===== config.mk =====
export PLATFORM = sky130hd
export DESIGN_NAME = stack_xfer_sequencer
export DESIGN_NICKNAME = d
export VERILOG_FILES = /design/src/rtl/cpu_ctrl_pkg.sv /design/src/rtl/irq_prio_enc.sv /design/src/rtl/stack_xfer_sequencer.sv
export SDC_FILE = /design/constraint.sdc
export NUM_CORES = 1
export LEC_CHECK = 0
export BUFFER_PORTS_ARGS = -buffer_cell sky130_fd_sc_hd__buf_2
export CORE_AREA = 2 2 39 41
export CTS_CLUSTER_DIAMETER = 80
export DETAILED_ROUTE_END_ITERATION = 10
export DIE_AREA = 0 0 41 43
export GPL_ROUTABILITY_DRIVEN = 0
export HOLD_SLACK_MARGIN = 0.08
export PLACE_DENSITY = 0.76
export REMOVE_ABC_BUFFERS = 1
export SYNTH_ARGS = -nofsm -noshare
export SYNTH_HDL_FRONTEND = slang
export SYNTH_SLANG_ARGS = --single-unit

===== constraint.sdc =====
create_clock -name clk -period 1.8 [get_ports clk]
set_input_delay 0.36 -clock clk [delete_from_list [all_inputs] [get_ports clk]]
set_output_delay 0.36 -clock clk [all_outputs]
set_load 0.05 [all_outputs]

===== src/rtl/cpu_ctrl_pkg.sv =====
// Shared encodings for the stack-transfer sequencer: opcodes, micro-ops,
// jump selects and the sequencer state enum.
package cpu_ctrl_pkg;

    localparam logic [5:0] OP_CALL = 6'b100101;
    localparam logic [5:0] OP_RET  = 6'b100110;
    localparam logic [5:0] OP_RETI = 6'b100111;

    typedef enum logic [2:0] {
        UOP_NOP        = 3'd0,
        UOP_PUSH_FLAGS = 3'd1,
        UOP_PUSH_PC    = 3'd2,
        UOP_POP_FLAGS  = 3'd3,
        UOP_POP_PC     = 3'd4
    } uop_e;

    typedef enum logic [1:0] {
        JS_SEQ = 2'b00,
        JS_DEC = 2'b01,
        JS_IRQ = 2'b10,
        JS_POP = 2'b11
    } jsel_e;

    typedef enum logic [2:0] {
        S_IDLE,
        S_IRQ_FLAGS,
        S_IRQ_PC,
        S_CALL_PC,
        S_RETI_FLAGS,
        S_RET_PC,
        S_DRAIN
    } state_e;

endpackage


===== src/rtl/irq_prio_enc.sv =====
// Fixed-priority interrupt encoder, lowest index wins.
// Ports: req_i (requests), gnt_o (one-hot grant), idx_o (granted index),
//        any_o (at least one request).
module irq_prio_enc #(
    parameter int N_IRQ = 1,
    parameter int VEC_W = 2
) (
    input  logic [N_IRQ-1:0] req_i,
    output logic [N_IRQ-1:0] gnt_o,
    output logic [VEC_W-1:0] idx_o,
    output logic             any_o
);

    always_comb begin
        gnt_o = '0;
        idx_o = '0;
        // Scan downwards so the lowest set index is the one left standing.
        for (int i = N_IRQ - 1; i >= 0; i--) begin
            if (req_i[i]) begin
                gnt_o    = '0;
                gnt_o[i] = 1'b1;
                idx_o    = VEC_W'(i);
            end
        end
    end

    assign any_o = |req_i;

endmodule


===== src/rtl/stack_xfer_sequencer.sv =====
// Multi-cycle sequencer for interrupt entry, CALL, RET and RETI.
// Ports: clk/rst_n; opcode_i/valid_i/irq_i in; irq_ack_o, irq_vec_o, busy_o,
//        pc_save_o, fd_enable_o, pc_enable_o, jump_sel_o, uop_o, word_idx_o out.
module stack_xfer_sequencer
    import cpu_ctrl_pkg::*;
#(
    parameter int N_IRQ       = 1,
    parameter int PC_WORDS    = 2,
    parameter int RET_BUBBLES = 3,
    parameter int VEC_W       = 2
) (
    input  logic             clk,
    input  logic             rst_n,
    input  logic [5:0]       opcode_i,
    input  logic             valid_i,
    input  logic [N_IRQ-1:0] irq_i,
    output logic [N_IRQ-1:0] irq_ack_o,
    output logic [VEC_W-1:0] irq_vec_o,
    output logic             busy_o,
    output logic             pc_save_o,
    output logic             fd_enable_o,
    output logic             pc_enable_o,
    output logic [1:0]       jump_sel_o,
    output logic [2:0]       uop_o,
    output logic [1:0]       word_idx_o
);

    // Counter is 2 bits unless the drain is longer than four cycles.
    localparam int CW = (RET_BUBBLES > 4) ? $clog2(RET_BUBBLES) : 2;
    localparam logic [CW-1:0] PC_LAST = CW'(PC_WORDS - 1);
    localparam logic [CW-1:0] DR_LAST = CW'(RET_BUBBLES - 1);

    state_e           state_q, state_d;
    logic [CW-1:0]    cnt_q, cnt_d;
    logic [VEC_W-1:0] vec_q, vec_d;

    logic [N_IRQ-1:0] gnt;
    logic [VEC_W-1:0] gnt_idx;
    logic             irq_any;

    logic is_call, is_ret, is_reti, is_xfer;
    logic first, pc_last, dr_last;

    irq_prio_enc #(
        .N_IRQ (N_IRQ),
        .VEC_W (VEC_W)
    ) u_enc (
        .req_i (irq_i),
        .gnt_o (gnt),
        .idx_o (gnt_idx),
        .any_o (irq_any)
    );

    assign is_call = valid_i && (opcode_i == OP_CALL);
    assign is_ret  = valid_i && (opcode_i == OP_RET);
    assign is_reti = valid_i && (opcode_i == OP_RETI);
    assign is_xfer = is_call || is_ret || is_reti;

    assign first   = (cnt_q == '0);
    assign pc_last = (cnt_q == PC_LAST);
    assign dr_last = (cnt_q == DR_LAST);

    always_ff @(posedge clk or negedge rst_n) begin
        if (!rst_n) begin
            state_q <= S_IDLE;
            cnt_q   <= '0;
            vec_q   <= '0;
        end else begin
            state_q <= state_d;
            cnt_q   <= cnt_d;
            vec_q   <= vec_d;
        end
    end

    always_comb begin
        state_d     = state_q;
        cnt_d       = cnt_q + 1'b1;
        vec_d       = vec_q;
        irq_ack_o   = '0;
        pc_save_o   = 1'b0;
        fd_enable_o = 1'b1;
        pc_enable_o = 1'b1;
        jump_sel_o  = JS_SEQ;
        uop_o       = UOP_NOP;
        word_idx_o  = 2'd0;

        unique case (state_q)
            S_IDLE: begin
                cnt_d = '0;
                if (irq_any) begin
                    irq_ack_o   = gnt;
                    vec_d       = gnt_idx;
                    pc_save_o   = 1'b1;
                    // Hold a pre-empted transfer so it re-decodes afterwards.
                    fd_enable_o = !is_xfer;
                    state_d     = S_IRQ_FLAGS;
                end else if (is_ret) begin
                    pc_save_o = 1'b1;
                    state_d   = S_RET_PC;
                end else if (is_reti) begin
                    pc_save_o = 1'b1;
                    state_d   = S_RETI_FLAGS;
                end else if (is_call) begin
                    pc_save_o = 1'b1;
                    state_d   = S_CALL_PC;
                end
            end
            S_IRQ_FLAGS: begin
                uop_o       = UOP_PUSH_FLAGS;
                fd_enable_o = 1'b0;
                pc_enable_o = 1'b0;
                cnt_d       = '0;
                state_d     = S_IRQ_PC;
            end
            S_IRQ_PC: begin
                uop_o       = UOP_PUSH_PC;
                word_idx_o  = cnt_q[1:0];
                fd_enable_o = pc_last;
                pc_enable_o = first;
                jump_sel_o  = first ? JS_IRQ : JS_SEQ;
                if (pc_last) begin
                    cnt_d   = '0;
                    state_d = S_IDLE;
                end
            end
            S_CALL_PC: begin
                uop_o       = UOP_PUSH_PC;
                word_idx_o  = cnt_q[1:0];
                fd_enable_o = pc_last;
                pc_enable_o = first || pc_last;
                jump_sel_o  = first ? JS_DEC : JS_SEQ;
                if (pc_last) begin
                    cnt_d   = '0;
                    state_d = S_IDLE;
                end
            end
            S_RETI_FLAGS: begin
                uop_o       = UOP_POP_FLAGS;
                fd_enable_o = 1'b0;
                pc_enable_o = 1'b0;
                cnt_d       = '0;
                state_d     = S_RET_PC;
            end
            S_RET_PC: begin
                // Pop in reverse push order.
                uop_o       = UOP_POP_PC;
                word_idx_o  = 2'(PC_LAST - cnt_q);
                fd_enable_o = 1'b0;
                pc_enable_o = 1'b0;
                if (pc_last) begin
                    cnt_d   = '0;
                    state_d = S_DRAIN;
                end
            end
            S_DRAIN: begin
                fd_enable_o = 1'b0;
                pc_enable_o = dr_last;
                jump_sel_o  = dr_last ? JS_POP : JS_SEQ;
                if (dr_last) begin
                    cnt_d   = '0;
                    state_d = S_IDLE;
                end
            end
            default: begin
                cnt_d   = '0;
                state_d = S_IDLE;
            end
        endcase
    end

    assign busy_o    = (state_q != S_IDLE);
    assign irq_vec_o = vec_q;

endmodule


Word level (Yosys, flattened, before mapping) --
Cells that the tools add are included.
Storage, ports and cells: bits in latches 0, memory bits (read-only) 0, memory bits (writable) 0, logic and storage cells 61, output and inout port bits 14, memories kept 0, bits of input ports 10, register bits after elaboration 5
Cells by class: $lt $le $gt $ge 0, reductions and logical operators 15, $add $sub $neg 2, bitwise logic cells 0, mux-type cells 27, shift operators 0, equality and inequality tests 15, $mul 0, div/mod/pow operators 0
Operators with widths (count):
- $mux 3 | 7
- $eq 6x6->1 const B | 3
- $pmux 3 s6 | 1
- $pmux 3 s4 | 1
- $eq 3x3->1 const B | 3
- $mux 1 | 9
- $mux 2 | 4
- $pmux 2 s2 | 2
- $eq 3x2->1 const B | 2
- $pmux 2 s3 | 1
- $reduce_or 3->1 | 2
- $ne 5x5->1 const B | 1
- $ne 2x2->1 const B | 2
- $pmux 1 s4 | 1
- $reduce_and 4->1 | 1
- $reduce_or 4->1 | 1
- $eq 3x1->1 const B | 1
- $logic_and 1x1->1 | 3
- $logic_not 3->1 | 1
- $logic_or 1x1->1 | 3
- $pmux 1 s3 | 1
- $reduce_bool 3->1 | 1
- $add 2x1->2 const B | 1
- $eq 2x1->1 const B | 1
- other kinds (6) | 6

Depth between registers and ports, before layout --
word-level depth 7, gate-level depth with buffers 5, depth with buffers taken out 4

By module --
A second synthesis with hierarchy kept.
Unflattened totals: cell total of the unflattened synthesis 80, area, all modules 633.1 µm²
By module, submodules not included:
- stack_xfer_sequencer | cells an instance 75, instances 1, area an instance 599.3 µm²
- irq_prio_enc | cells an instance 5, instances 1, area an instance 33.8 µm²

Worst setup path before layout --
No wires, ideal clock.
kind register to output, start reg state_q[2], end out pc_enable_o, slack -0.561 ns, data required time 1.440 ns, stages on the path, launching flop included 4, arrival 2.001 ns, path through dfrtp_1 -> clkinv_2 -> a22o_1 -> a221oi_1
Between the ends: longest elaborated chain between the ends 3
RTL lines:
- start, declared | line stack_xfer_sequencer.sv:33 | state_e state_q, state_d;
- start signal, assigned | line stack_xfer_sequencer.sv:69 | state_q <= state_d;
- $eq 3x3->1 or $eq 3x1->1 (tied branches) | line stack_xfer_sequencer.sv:87 | unique case (state_q)
- $reduce_or 3->1 (no source line)
- $pmux 1 s4 (*) | line stack_xfer_sequencer.sv:87
- end, declared | line stack_xfer_sequencer.sv:22 | output logic pc_enable_o,
Mark *: on every way between the ends. The rest lies on a longest branch, timed or not.

Worst setup path in the final report --
start reg state_q[0], end out fd_enable_o
Between the ends: longest elaborated chain between the ends 3
RTL lines:
- $eq 3x3->1 (tied with other cells) | line stack_xfer_sequencer.sv:87
- $reduce_or 4->1 (no source line) or $reduce_or 2->1 (tied branches)
- $pmux 1 s3 (*) | line stack_xfer_sequencer.sv:87
- end, declared | line stack_xfer_sequencer.sv:21 | output logic fd_enable_o,
Marks and branches as above.

==> flow_summary.ini <==
[run_status]
outcome = finished, final reports clean

[timing]
rsz0062_at_grt = yes
skew_ns = 0.003814
finalHoldViolCount = 0
period_needed_ns = 1.773
setup_viol = 0
fin_crit_sh_pct = 98.52
clock.fmax_mhz = 563.9
maxSlewViolCount = 0

[cells_and_area]
finalInstanceArea_sq_um = 818.3
antenna_cells = 0
drive_gt1_share_pct = 53.06
areaGrowthSynthToFinish_pct = 48.30
final_nets = 109

[logic_synthesis]
synthFlopType = dfrtp_1
synth_top_area_cell = dfrtp_1
ys_warn_count = 0
synth_top_family_by_area = compound AO/OA/AOI/OAI gates
synthCells = 67
netlist_area_sq_um = 551.8
synth_edf_count = 0
synth-simple-area-share_pct = 23.13
synthXorXnorAreaFrac_pct = 3.175
ys_seq_elements = 5
synth_async_sr_flop_share_pct = 100.0
synth_compound_area_share_pct = 36.73
synth_area_per_cell_sq_um = 8.236
synthAdderAreaFrac_pct = 0
muxShareOfSynthArea_pct = 1.814
synth_area_leaders = dfrtp_1, o311ai_4, a21oi_1
synth.top_cell.area_share_pct = 22.68
ys_types = 35
yosysSeqAreaShare_pct = 22.68

[drt]
antenna_left = 0
viasPerCell = 5.298
drt_iter0_markers = 10
drc = 0
routed_wl_mm = 1.422
via_count = 604
drt-pass1-iter-count = 4
wl_per_cell_um = 12.47

[worst_setup_path]
crit_top_cell = buf_4
regToRegEndpoint = state_q[0]$_DFFE_PN0P_
critPathTopFamily = flip-flops
cp_slowest_cell = dfrtp_2
r2r_start = state_q[0]$_DFFE_PN0P_
critPathMaxStageDelay_ns = 0.42
ff2ff_setup_slack_ns = 0.35
worstPathMaxFanout = 9
path_buf_inv = 2
path_class = flop to output port
cp_cell_sequence = buf_4, nand2b_4, o221ai_1, a31oi_1, buf_4
arrival_ns = 1.41
r2r_cells = 5
cp-end-kind = output port
required_ns = 1.44
startpoint_type = flop

[floorplanning]
dieArea_sq_um = 1763
start_util_pct = 39.87
fp.dieW_um = 41
ioPinCount = 24
design.core.area_sq_um = 1384
fp-row-count = 14
die_height_um = 43

[grt]
grt_max_degree = 13
grt_antenna_before_repair = 0
grt_pass1_vias = 547
overflow = 0
grt_pass1_wl_mm = 2.235
track_usage_pct = 18.34

[power]
power_density_nw_per_um2 = 2138
power.total_w = 0.001749
leakage_nw = 0.3857
vdd_drop_max_mv = 1.521

[place]
dpl_cell_area_sq_um = 684.4
hpwl_mm = 1.051
portBuffers = 21

[clock_network]
clockRootBuffer = clkbuf_4
cts.clk_slew.worst_paths_ns = 0.04
clock_path_buffers = 2
clock_sinks = 5
h-tree-depth = 1
cts_tree = built
clock_latency_ns = 0.24
cts_buffers = 3

[flow_run]
maxCapViolCount = 0

[hold_path]
hp-class = input port to async pin
Yosys cell counts (2+ instances only):
master	instances
nor2_1	6
buf_2	3
inv_1	3
nand3_1	2
dfrtp_1	5
nand2_1	4
nor3_1	2
o21ai_0	5
buf_4	2
inv_2	2
a21oi_1	5
nand2b_1	4
a31oi_1	2
state kept, by name (all words and copies together), names as in the netlist:
| register | flops |
|---|---|
| cnt_q | 2 |
| state_q | 3 |
final cells by class:
cell class	instances	area, sq um
Clock buffer	4	26.28
Fill cell	128	565.5
Inverter	6	23.77
Multi-Input combinational cell	51	400.4
Sequential cell	5	128.9
Tap cell	16	20.02
Timing Repair Buffer	32	219.0
cells by family (layout without fill, tap and decap cells):
kind of cell | Yosys count | in the layout
AOI/OAI and AO/OA | 24 | 24
and+or+nand+nor | 22 | 22
buffers and inverters | 12 | 42
DFF | 5 | 5
xor gates and xnor gates | 2 | 2
other | 1 | 2
muxes | 1 | 1
layout by cell type (no fill, tap or decap), types with 2 or more instances in the layout:
cell type / count
dfrtp_2: 3
nand3_1: 2
nand2b_1: 2
nand2b_4: 2
o21ai_0: 5
nor2_1: 5
dfrtp_1: 2
buf_6: 3
clkbuf_4: 4
a21oi_1: 4
nand2_1: 3
a31oi_1: 2
conb_1: 2
inv_2: 2
inv_1: 3
buf_4: 13
buf_2: 14
metrics by stage:
step	util, %	cells	setup TNS [ns]	setup WS [ns]	hold WS [ns]
after global placement	49.46	105	0	0.1250	0.1764
final	59.13	114	0	0.02669	0.4758
after detailed placement	49.46	105	0	0.09845	0.1763
after global routing	59.13	114	-0.1002	-0.05553	0.4847
after CTS	53.89	111	0	0.001192	0.4718
after floorplan	-	62	-3.306	-0.7782	0.06441
metal layers:
metal	wire (um)	global-route usage (%)	share of wire (%)	vias up
met5	0	0	0	-
met4	0	8.000	0	0
met3	77	2.094	5.4	0
met2	748	30.31	53	30
met1	596	22.52	42	270
li1	-	-	-	304
timing repair:
item | CTS | global route
pin swaps | 0 | 1
gates resized for setup | 8 | 14
hold endpoints to repair | 5 | 0
hold buffers | 1 | 0
setup buffers | 1 | 3
endpoints found under the setup margin | 6 | 7
how the worst max path moves through the flow:
stage | from | end | slack [ns] | cells after the start
floorplan | state_q[2]$_DFFE_PN0P_ | pc_enable_o | -0.78 | 3
global placement | opcode_i[4] | pc_save_o | 0.12 | 6
detailed placement | opcode_i[4] | pc_save_o | 0.1 | 6
CTS | cnt_q[1]$_DFF_PN0_ | pc_enable_o | 0.001 | 3
global route | state_q[0]$_DFFE_PN0P_ | fd_enable_o | -0.06 | 5
finish | state_q[0]$_DFFE_PN0P_ | fd_enable_o | 0.03 | 5
power by group:
group | internal (W) | switching (W)
combinational | 0.000516 | 0.000875
clock | 0.0000835 | 0.0000413
sequential | 0.000156 | 0.0000776
No activity file was read; power rests on OpenSTA's default activity.
